## src/rtl/mc_ctrl.sv

```systemverilog
// ---------------------------------------------------------------------------
// mc_ctrl -- multi-cycle RV32I-style control unit (Moore FSM)
//
// Sequences FETCH / DECODE / EXECUTE / MEMORY / WRITEBACK for a multi-cycle
// datapath. The datapath controls are decoded from the current state only.
// Three exceptions are qualified by inputs:
//   - branch_taken qualifies pc_write in BRANCH.
//   - rst masks the strobes while reset is asserted.
//   - mem_ready gates load_ir / pc_write in FETCH, but only in the handshake
//     build.
//
// Optional feature macro: MEM_HANDSHAKE_EN
//   defined   : FETCH, MEM_RD and MEM_WR wait for mem_ready=1 before leaving
//   undefined : mem_ready is ignored, every memory state lasts one cycle
//
// Ports
//   clk          in   clock, all state updates on rising edge
//   rst          in   synchronous active-low reset
//   opcode[6:0]  in   instruction register opcode field
//   branch_taken in   ALU branch-compare result (valid in BRANCH)
//   mem_ready    in   memory access complete (handshake build only)
//   load_ir      out  load instruction register
//   pc_write     out  PC update enable
//   pc_src[1:0]  out  0=PC+4, 1=branch/JAL target, 2=JALR target
//   mem_read     out  memory read strobe
//   mem_write    out  memory write strobe
//   iord         out  memory address select, 0=PC, 1=ALU
//   reg_write    out  register file write enable
//   wb_sel[1:0]  out  0=ALU, 1=memory data, 2=PC+4, 3=immediate
//   alu_src_a    out  0=rs1, 1=PC
//   alu_src_b    out  0=rs2, 1=imm, 2=const 4
//   alu_op[1:0]  out  0=add, 1=branch compare, 2=funct-decoded
//   illegal      out  sticky unsupported-opcode flag
//   state[3:0]   out  current state code (debug)
// ---------------------------------------------------------------------------
module mc_ctrl (
    input  logic       clk,
    input  logic       rst,
    input  logic [6:0] opcode,
    input  logic       branch_taken,
    input  logic       mem_ready,
    output logic       load_ir,
    output logic       pc_write,
    output logic [1:0] pc_src,
    output logic       mem_read,
    output logic       mem_write,
    output logic       iord,
    output logic       reg_write,
    output logic [1:0] wb_sel,
    output logic       alu_src_a,
    output logic [1:0] alu_src_b,
    output logic [1:0] alu_op,
    output logic       illegal,
    output logic [3:0] state
);

    localparam int unsigned STATE_W = 4;
    localparam int unsigned OP_W    = 7;

    localparam logic [OP_W-1:0] OP_RTYPE  = 7'b0110011;
    localparam logic [OP_W-1:0] OP_ITYPE  = 7'b0010011;
    localparam logic [OP_W-1:0] OP_LOAD   = 7'b0000011;
    localparam logic [OP_W-1:0] OP_STORE  = 7'b0100011;
    localparam logic [OP_W-1:0] OP_BRANCH = 7'b1100011;
    localparam logic [OP_W-1:0] OP_JAL    = 7'b1101111;
    localparam logic [OP_W-1:0] OP_JALR   = 7'b1100111;
    localparam logic [OP_W-1:0] OP_LUI    = 7'b0110111;
    localparam logic [OP_W-1:0] OP_AUIPC  = 7'b0010111;

    typedef enum logic [STATE_W-1:0] {
        S_FETCH  = 4'd0,
        S_DECODE = 4'd1,
        S_EXEC_R = 4'd2,
        S_EXEC_I = 4'd3,
        S_ADDR   = 4'd4,
        S_MEM_RD = 4'd5,
        S_MEM_WR = 4'd6,
        S_WB_ALU = 4'd7,
        S_WB_MEM = 4'd8,
        S_BRANCH = 4'd9,
        S_JAL    = 4'd10,
        S_JALR   = 4'd11,
        S_WB_IMM = 4'd12,
        S_AUIPC  = 4'd13,
        S_TRAP   = 4'd15
    } state_t;

    // Per-state control word. pc_write is split by source so the FETCH part
    // can be gated by mem_ready and the BRANCH part by branch_taken.
    typedef struct packed {
        logic       load_ir;
        logic       pc_wr_fetch;
        logic       pc_wr_jump;
        logic       branch;
        logic [1:0] pc_src;
        logic       mem_read;
        logic       mem_write;
        logic       iord;
        logic       reg_write;
        logic [1:0] wb_sel;
        logic       alu_src_a;
        logic [1:0] alu_src_b;
        logic [1:0] alu_op;
        logic       illegal;
    } ctrl_t;

    // Moore decode: control word for a given state, everything else zero.
    function automatic ctrl_t f_decode(input state_t s);
        ctrl_t d;
        d = '0;
        case (s)
            S_FETCH: begin
                d.mem_read    = 1'b1;
                d.load_ir     = 1'b1;
                d.pc_wr_fetch = 1'b1;
            end
            S_EXEC_R: begin
                d.alu_op = 2'd2;
            end
            S_EXEC_I: begin
                d.alu_src_b = 2'd1;
                d.alu_op    = 2'd2;
            end
            S_AUIPC: begin
                d.alu_src_a = 1'b1;
                d.alu_src_b = 2'd1;
            end
            S_ADDR: begin
                d.alu_src_b = 2'd1;
            end
            S_MEM_RD: begin
                d.mem_read = 1'b1;
                d.iord     = 1'b1;
            end
            S_MEM_WR: begin
                d.mem_write = 1'b1;
                d.iord      = 1'b1;
            end
            S_WB_ALU: begin
                d.reg_write = 1'b1;
            end
            S_WB_MEM: begin
                d.reg_write = 1'b1;
                d.wb_sel    = 2'd1;
            end
            S_WB_IMM: begin
                d.reg_write = 1'b1;
                d.wb_sel    = 2'd3;
            end
            S_BRANCH: begin
                d.alu_op = 2'd1;
                d.pc_src = 2'd1;
                d.branch = 1'b1;
            end
            S_JAL: begin
                d.pc_src     = 2'd1;
                d.pc_wr_jump = 1'b1;
                d.reg_write  = 1'b1;
                d.wb_sel     = 2'd2;
            end
            S_JALR: begin
                d.pc_src     = 2'd2;
                d.pc_wr_jump = 1'b1;
                d.reg_write  = 1'b1;
                d.wb_sel     = 2'd2;
            end
            S_TRAP: begin
                d.illegal = 1'b1;
            end
            default: d = '0;
        endcase
        return d;
    endfunction

    state_t r_state;
    state_t w_next;
    ctrl_t  r_ctrl;
    logic   w_mem_ok;

    // Memory-completion qualifier for FETCH / MEM_RD / MEM_WR.
`ifdef MEM_HANDSHAKE_EN
    assign w_mem_ok = mem_ready;
`else
    logic w_unused_mem_ready;
    assign w_unused_mem_ready = mem_ready;
    assign w_mem_ok           = 1'b1;
`endif

    // Next-state logic.
    always_comb begin
        w_next = r_state;
        case (r_state)
            S_FETCH:  w_next = w_mem_ok ? S_DECODE : S_FETCH;
            S_DECODE: begin
                case (opcode)
                    OP_RTYPE:           w_next = S_EXEC_R;
                    OP_ITYPE:           w_next = S_EXEC_I;
                    OP_LOAD, OP_STORE:  w_next = S_ADDR;
                    OP_BRANCH:          w_next = S_BRANCH;
                    OP_JAL:             w_next = S_JAL;
                    OP_JALR:            w_next = S_JALR;
                    OP_LUI:             w_next = S_WB_IMM;
                    OP_AUIPC:           w_next = S_AUIPC;
                    default:            w_next = S_TRAP;
                endcase
            end
            S_EXEC_R, S_EXEC_I, S_AUIPC: w_next = S_WB_ALU;
            S_ADDR:   w_next = (opcode == OP_LOAD) ? S_MEM_RD : S_MEM_WR;
            S_MEM_RD: w_next = w_mem_ok ? S_WB_MEM : S_MEM_RD;
            S_MEM_WR: w_next = w_mem_ok ? S_FETCH : S_MEM_WR;
            S_WB_ALU, S_WB_MEM, S_WB_IMM,
            S_BRANCH, S_JAL, S_JALR:     w_next = S_FETCH;
            S_TRAP:   w_next = S_TRAP;
            default:  w_next = S_TRAP;
        endcase
    end

    // State and control-word registers. The control word is decoded from the
    // next state, so it always matches the current state without a decode
    // path after the flops.
    always_ff @(posedge clk) begin
        if (!rst) begin
            r_state <= S_FETCH;
            r_ctrl  <= f_decode(S_FETCH);
        end else begin
            r_state <= w_next;
            r_ctrl  <= f_decode(w_next);
        end
    end

    // Strobes are masked while rst is low, so an abandoned instruction
    // issues nothing further.
    assign load_ir   = rst & r_ctrl.load_ir & w_mem_ok;
    assign pc_write  = rst & ((r_ctrl.pc_wr_fetch & w_mem_ok)
                            | r_ctrl.pc_wr_jump
                            | (r_ctrl.branch & branch_taken));
    assign mem_read  = rst & r_ctrl.mem_read;
    assign mem_write = rst & r_ctrl.mem_write;
    assign reg_write = rst & r_ctrl.reg_write;

    assign pc_src    = r_ctrl.pc_src;
    assign iord      = r_ctrl.iord;
    assign wb_sel    = r_ctrl.wb_sel;
    assign alu_src_a = r_ctrl.alu_src_a;
    assign alu_src_b = r_ctrl.alu_src_b;
    assign alu_op    = r_ctrl.alu_op;
    assign illegal   = r_ctrl.illegal;
    assign state     = STATE_W'(r_state);

endmodule

```

## config.mk

```make
export PLATFORM = sky130hd
export DESIGN_NAME = mc_ctrl
export DESIGN_NICKNAME = d
export VERILOG_FILES = /design/src/rtl/mc_ctrl.sv
export SDC_FILE = /design/constraint.sdc
export NUM_CORES = 1
export LEC_CHECK = 0
export ABC_AREA = 1
export BUFFER_PORTS_ARGS = -buffer_cell sky130_fd_sc_hd__buf_2
export CAP_MARGIN = 40
export CORE_UTILIZATION = 54
export DETAILED_ROUTE_END_ITERATION = 10
export PLACE_DENSITY = 0.8
export SLEW_MARGIN = 5
export SYNTH_ARGS = -nofsm -noshare
export SYNTH_HDL_FRONTEND = slang
export SYNTH_SLANG_ARGS = --single-unit
export TNS_END_PERCENT = 5
```

## constraint.sdc

```tcl
create_clock -name clk -period 3.03 [get_ports clk]
set_input_delay 0.4545 -clock clk [delete_from_list [all_inputs] [get_ports clk]]
set_output_delay 0.4545 -clock clk [all_outputs]
set_load 0.03 [all_outputs]
```

==> run_results.csv, run 1 <==
group,metric,value,unit
grt,grt_pass1_vias,846,
placement,place.gp.congestion,0.8601,
timing,finalSetupViolations,0,
logic_synthesis,synthAdderAreaFrac,0,
logic_synthesis,yosys.area_share.simple,0.4176,
logic_synthesis,synth-xor-area-share,0,
pwr,total_leakage_power,0.6473,nW
grt,grt_pass1_wl,3.346,mm
critical_path,cp.arrival,1.22,ns
critical_path,required,2.58,ns
cts,root_buffer,"clkbuf_4",
finish,final_layout_size_suffix_gt1_frac,0.3764,
cts,clkTransAtPathRegs,0.10,ns
critical_path,crit_fanout,12,
cts,hold_buffers,0,
pwr,ir_drop,633.4,µV
pwr,p_sw,700.3,µW
timing,setup_tns,0,ns
route,dr.first_iter.drc_count,34,
route,drc,0,
logic_synthesis,ys_ff_latch,19,
critical_path,worstReg2RegEnd,"pc_src[0]",
placement,dpl_worst_slack,1.273,ns
cts,cts_max_level,1,
pwr,seqPwrFrac,0.270,
timing,fmax,597.7,MHz
logic_synthesis,synth_area_per_cell,7.055,µm²
grt,grt_overflow,0,
logic_synthesis,yosysSeqAreaShare,0.3478,
min_path,hold_path_class,"input pin to flip-flop",
finish,area_growth,12.01,%
route,wl_per_cell,10.29,µm
logic_synthesis,syn_nets,166,
cts,clock_latency,0.30,ns
logic_synthesis,syn_inst,155,
critical_path,critPathLaunch,"rst",
pwr,p_clk_frac,0.096,
timing,setup_ws,1.357,ns
logic_synthesis,synth_compound_area_frac,0.07323,
cts,cts_setup_buffers,0,
die,die_x,47,µm
die,die_y,47,µm
cts,cts-resized-gates,0,
grt,grt_util_all_layers,0.2133,
critical_path,crit_type,"input pin to primary output",
finish,fin_nets,190,
cts,cts_tree,"done",
route,dr_total_vias,989,
placement,hpwl,1.677,mm
route,wl,2.088,mm
grt,grt_antenna_before_repair,0,
logic_synthesis,synth_warnings,0,
logic_synthesis,synth_cell_type_count,23,
cts,clk_path_buf_depth,2,
route,avgViaCountPerCell,4.872,
pwr,swShare,0.5315,
timing,rsz0062_at_grt,"no",
route,drt_first_pass_iters,5,
critical_path,r2r_setup_slack,1.44,ns
critical_path,r2r-start,"state[2]",
cts,cts_sinks,19,
die,ios,31,
finish,final_cell_area,1225,µm²
placement,postPlaceCellArea,1197,µm²
min_path,hp-start,"rst",
timing,drv_slew,0,
route,ant_nets,0,
cts,cts_buffers,3,
status,outcome,"complete, no violations",
logic_synthesis,synth_top_family_by_area,"simple AND/OR/NAND/NOR gates",
grt,grt_max_degree,13,
critical_path,cp-end-kind,"primary output",
finish,fillers,172,
die,dieArea,2209,µm²
critical_path,critPathLaunchType,"input pin",
timing,finalHoldViolations,0,
finish,final_cells,203,
pwr,power,1.318,mW
critical_path,endpoint,"pc_write",
timing,period_share,0.5522,
critical_path,reg2reg_depth,10,
timing,finalClockSkew,0.01071,ns
die,rows,15,
pwr,p_comb_frac,0.633,
job,drv_cap,0,
logic_synthesis,muxShareOfSynthArea,0,
die,core,1821,µm²
pwr,p_int,617.3,µW
pwr,power_density,1076,nW/µm²
placement,dp_cells,199,
timing,post-route-min-period,1.673,ns
finish,n_antenna_cell,0,
placement,port-buffer-count,28,
logic_synthesis,synth_area,1094,µm²
die,initial_core_util,0.6007,
power groups by stage:
stage	Combinational, mW	Clock (mW)	Sequential [mW]
final	0.835	0.127	0.356
after global routing	0.916	0.139	0.365
after CTS	0.829	0.126	0.357
after detailed placement	0.822	0	0.363
after global placement	0.811	0	0.360
after floorplan	0.641	0	0.412
logic make-up (layout without fill, tap and decap cells):
kind of cell / after synthesis / in the layout
AOI/OAI and AO/OA: 13 / 13
buffers and inverters: 37 / 60
other: 1 / 1
and+or+nand+nor: 85 / 85
DFF: 19 / 19
layer usage:
metal,vias to the layer above,wire (µm),GRT usage
met5,-,0,0
met4,0,8,0.03429
met3,2,93,0.05769
met2,38,1041,0.3667
met1,437,944,0.2723
li1,512,-,-
how the worst min path moves through the flow:
stage	to	slack, ns	depth (start not counted)
final	r_ctrl[17]	0.45	2
after global routing	r_ctrl[17]	0.45	2
after CTS	r_ctrl[17]	0.45	2
after detailed placement	r_ctrl[17]	0.59	3
after global placement	r_ctrl[17]	0.59	3
after floorplan	state[3]	0.60	2
critical path: stages:
cell and delay (ns):
buf_2 0.22, inv_1 0.18, a21oi_1 0.15, buf_2 0.21
layout by cell type (no fill, tap or decap), drive strengths merged:
cell type,count
nand2,37
buf,28
inv,28
nor2,27
dfxtp,19
nand3,12
a21oi,9
nor3,7
clkbuf,3
o21ai,3
or2,1
a311oi,1
nor4,1
conb,1
clkinv,1
metrics by stage:
stage | utilization | hold WS [ns]
detailed placement | 0.6577 | 0.5875
global placement | 0.6577 | 0.5869
finish | 0.6729 | 0.4492
CTS | 0.6729 | 0.4486
floorplan | - | 0.5968
global route | 0.6729 | 0.4516
flip-flops by register name, indices dropped and copies added (netlist names):
| signal | count |
|---|---|
| alu_src_a | 1 |
| r_ctrl | 5 |
| pc_src | 2 |
| alu_op | 2 |
| illegal | 1 |
| state | 4 |
| iord | 1 |
| alu_src_b | 1 |
| wb_sel | 2 |
cell usage after synthesis (all sizes together):
master / count / area share
dfxtp: 19 / 0.35
nand2: 37 / 0.15
o21ai: 3 / 0.014
nand3: 12 / 0.069
conb: 1 / 0.0034
or2: 1 / 0.0080
a311oi: 1 / 0.0080
buf: 9 / 0.062
inv: 28 / 0.096
nor2: 27 / 0.13
a21oi: 9 / 0.051
nor3: 7 / 0.056
nor4: 1 / 0.0057
area by class of cell:
class	instances	area, µm²	share of cell area
clock inverters	1	5.005	0.004086
multi-input cells	99	540.5	0.4413
well taps	25	31.28	0.02554
repair buffers	28	140.1	0.1144
clock buffers	3	22.52	0.01839
inverters	28	105.1	0.08580
flip-flops and latches	19	380.4	0.3105
(Power assumes the default switching activity.)
==> run 2: changes to the inputs <==
--- a/config.mk
+++ b/config.mk
@@ -5,12 +5,12 @@
 export SDC_FILE = /design/constraint.sdc
 export NUM_CORES = 1
 export LEC_CHECK = 0
-export ABC_AREA = 1
+export ABC_AREA = 0
 export BUFFER_PORTS_ARGS = -buffer_cell sky130_fd_sc_hd__buf_2
 export CAP_MARGIN = 40
-export CORE_UTILIZATION = 54
+export CORE_UTILIZATION = 44
 export DETAILED_ROUTE_END_ITERATION = 10
-export PLACE_DENSITY = 0.8
+export PLACE_DENSITY = 0.71
 export SLEW_MARGIN = 5
 export SYNTH_ARGS = -nofsm -noshare
 export SYNTH_HDL_FRONTEND = slang
==> constraint.sdc (replaced) <==
create_clock -name clk -period 1.4 [get_ports clk]
set_input_delay 0.21 -clock clk [delete_from_list [all_inputs] [get_ports clk]]
set_output_delay 0.21 -clock clk [all_outputs]
set_load 0.03 [all_outputs]
==> run 2 against run 1 <==
Net effect: the run now ends with negative setup slack left; largest cell class unchanged; largest power group unchanged; synthesized cell count decreased by 28%; critical path type is now input pin to flip-flop; non-clock buffer count increased by 25; global-route usage decreased by 2.4 points; utilization increased by 0.41 points.
==> run_results.csv, run 2 <==
group,metric,value,unit
die,rows,16,
cts,cts_tree,"done",
timing,finalClockSkew,0.001147,ns
finish,largest_reg_flops,5,
route,ant_nets,0,
route,drt_first_pass_iters,4,
pwr,total_leakage_power,0.6389,nW
cts,clk_path_buf_depth,2,
finish,area_growth,39.54,%
finish,fin_nets,170,
cts,cts_setup_buffers,0,
die,die_x,49.22,µm
route,dr.first_iter.drc_count,28,
timing,rsz0062_at_grt,"yes",
logic_synthesis,syn_nets,123,
finish,top_register,"r_ctrl",
timing,post-route-min-period,1.724,ns
logic_synthesis,synthTopCellsByArea,"dfxtp_1 (39%), buf_4 (6.9%), nor2_1 (5.4%)",
route,dr_total_vias,928,
logic_synthesis,synth_top_cell_by_area,"dfxtp_1",
critical_path,crit_type,"input pin to flip-flop",
grt,grt_overflow,0,
logic_synthesis,syn_inst,112,
logic_synthesis,yosysTopAreaCellShare,0.3878,
logic_synthesis,ys_ff_latch,19,
timing,period_share,1.231,
finish,final_layout_size_suffix_gt1_frac,0.4747,
die,die_y,49.22,µm
timing,finalHoldViolations,0,
cts,cts_buffers,3,
cts,root_buffer,"clkbuf_4",
timing,drv_slew,0,
timing,setup_ws,-0.3239,ns
grt,grt_pass1_wl,3.525,mm
placement,place.gp.congestion,0.8655,
logic_synthesis,yosysSeqAreaShare,0.3878,
route,wl,2.171,mm
cts,cts_max_level,1,
route,wl_per_cell,11.74,µm
placement,dp_cells,181,
logic_synthesis,synth_edf_count,0,
logic_synthesis,synth_warnings,0,
logic_synthesis,yosys-top-cells-count,"dfxtp_1 (19), nor2_1 (14), buf_4 (9)",
logic_synthesis,synth_most_common_cell,"dfxtp_1",
timing,finalSetupViolations,16,
logic_synthesis,synth_area,980.9,µm²
critical_path,required,1.63,ns
die,initial_core_util,0.4851,
status,violations,"negative setup slack",
cts,clock_latency,0.29,ns
critical_path,cp.arrival,1.95,ns
logic_synthesis,synth_area_per_cell,8.758,µm²
finish,n_antenna_cell,0,
cts,cts_sinks,19,
grt,grt_max_degree,11,
route,drc,0,
finish,fillers,168,
placement,port-buffer-count,28,
finish,mostFrequentLayoutCells,"buf_2 (27), buf_4 (25), dfxtp_1 (17), nor2_1 (14), nand2_1 (8)",
cts,clkTransAtPathRegs,0.10,ns
finish,layout_commonest_cell,"buf_2",
grt,grt_antenna_before_repair,0,
route,avgViaCountPerCell,5.016,
critical_path,crit_fanout,2,
min_path,hold_path_class,"input pin to flip-flop",
logic_synthesis,synth_flop_cell,"dfxtp_1",
job,drv_cap,0,
die,ios,31,
die,dieArea,2422,µm²
critical_path,cp-end-kind,"flip-flop",
critical_path,r2r_setup_slack,-0.30,ns
logic_synthesis,async_reset_ff_frac,0,
finish,final_cells,185,
critical_path,critPathLaunchType,"input pin",
placement,hpwl,1.560,mm
grt,grt_pass1_vias,805,
timing,fmax,580.1,MHz
pwr,power_density,2481,nW/µm²
placement,dpl_worst_slack,-0.6224,ns
grt,grt_util_all_layers,0.1890,
die,core,2022,µm²
logic_synthesis,synth_cell_type_count,38,
pwr,ir_drop,1769,µV
status,outcome,"complete, but fails checks",
[run 2: cell count changes after synthesis, moves of 6 or more]
cell / delta
nand2_1: -22
inv_1: -16
inv_2: -8
and2_1: +7
nand2_2: -6
[run 2: routing by layer]
metal | up-vias | GRT usage | part of all wire
met2 | 47 | 0.2785 | 0.45
met5 | - | 0 | 0
met1 | 414 | 0.2595 | 0.46
met4 | 0 | 0.06373 | 0.018
li1 | 463 | - | -
met3 | 4 | 0.05607 | 0.070
[run 2: what timing repair did]
item | in CTS | in global routing
hold buffers | 0 | 0
pin swaps | 0 | 2
resized for setup | 5 | 11
hold endpoints to repair | 0 | 0
gates cloned | 0 | 0
endpoints found under the setup margin | 18 | 19
[run 2: cell type report]
| cell class | count | area (µm²) | share of cell area |
|---|---|---|---|
| clock buffers | 4 | 26.28 | 0.01920 |
| well taps | 27 | 33.78 | 0.02468 |
| repair buffers | 53 | 334.1 | 0.2441 |
| multi-input cells | 78 | 574.3 | 0.4196 |
| inverters | 4 | 15.01 | 0.01097 |
| flip-flops and latches | 19 | 385.4 | 0.2815 |
[run 2: worst max-delay path: stages]
cell and delay (ns):
buf_2 0.11, or3_4 0.36, or3_4 0.33, a221o_1 0.33, xnor2_1 0.13, or3b_1 0.36, a21oi_2 0.12
[run 2: per-stage QoR]
step / setup TNS, ns / area, µm² / total power [mW] / util / hold WS (ns)
finish: -2.790 / 1369 / 3.396 / 0.6770 / 0.2103
global route: -3.926 / 1369 / 3.612 / 0.6770 / 0.2232
CTS: -2.641 / 1309 / 3.209 / 0.6473 / 0.2009
detailed placement: -7.052 / 1261 / 2.891 / 0.6238 / 0.5135
global placement: -6.910 / 1261 / 2.857 / 0.6238 / 0.5247
floorplan: -5.083 / 982.2 / 2.268 / - / 0.5150
[run 2: final timing paths]
check,startpoint,end,depth (start not counted)
max,opcode[5],alu_src_b[0],7
min,rst,alu_op[1],3
max reg2reg,state[2],alu_src_b[0],6
min reg2reg,state[1],r_ctrl[17],2
[run 2: cells by family (layout without fill, tap and decap cells)]
family                 after synthesis  count (layout)  share of synthesized area
flip-flops                          19              19                     0.3878
other                                1               1                   0.003823
AND/OR/NAND/NOR                     56              56                     0.3176
AO/OA/AOI/OAI                       18              18                     0.1633
multiplexers                         1               1                    0.01020
XOR/XNOR                             2               2                    0.01786
buffers and inverters               15              61                    0.09948
[run 2: report_power, final]
group / internal (mW) / switching (mW) / leakage (nW) / total, mW
registers: 0.719 / 0.0928 / 0.156 / 0.811
logic: 1.03 / 1.29 / 0.467 / 2.32
clock network: 0.111 / 0.154 / 0.0150 / 0.265
total: 1.86 / 1.53 / 0.639 / 3.40
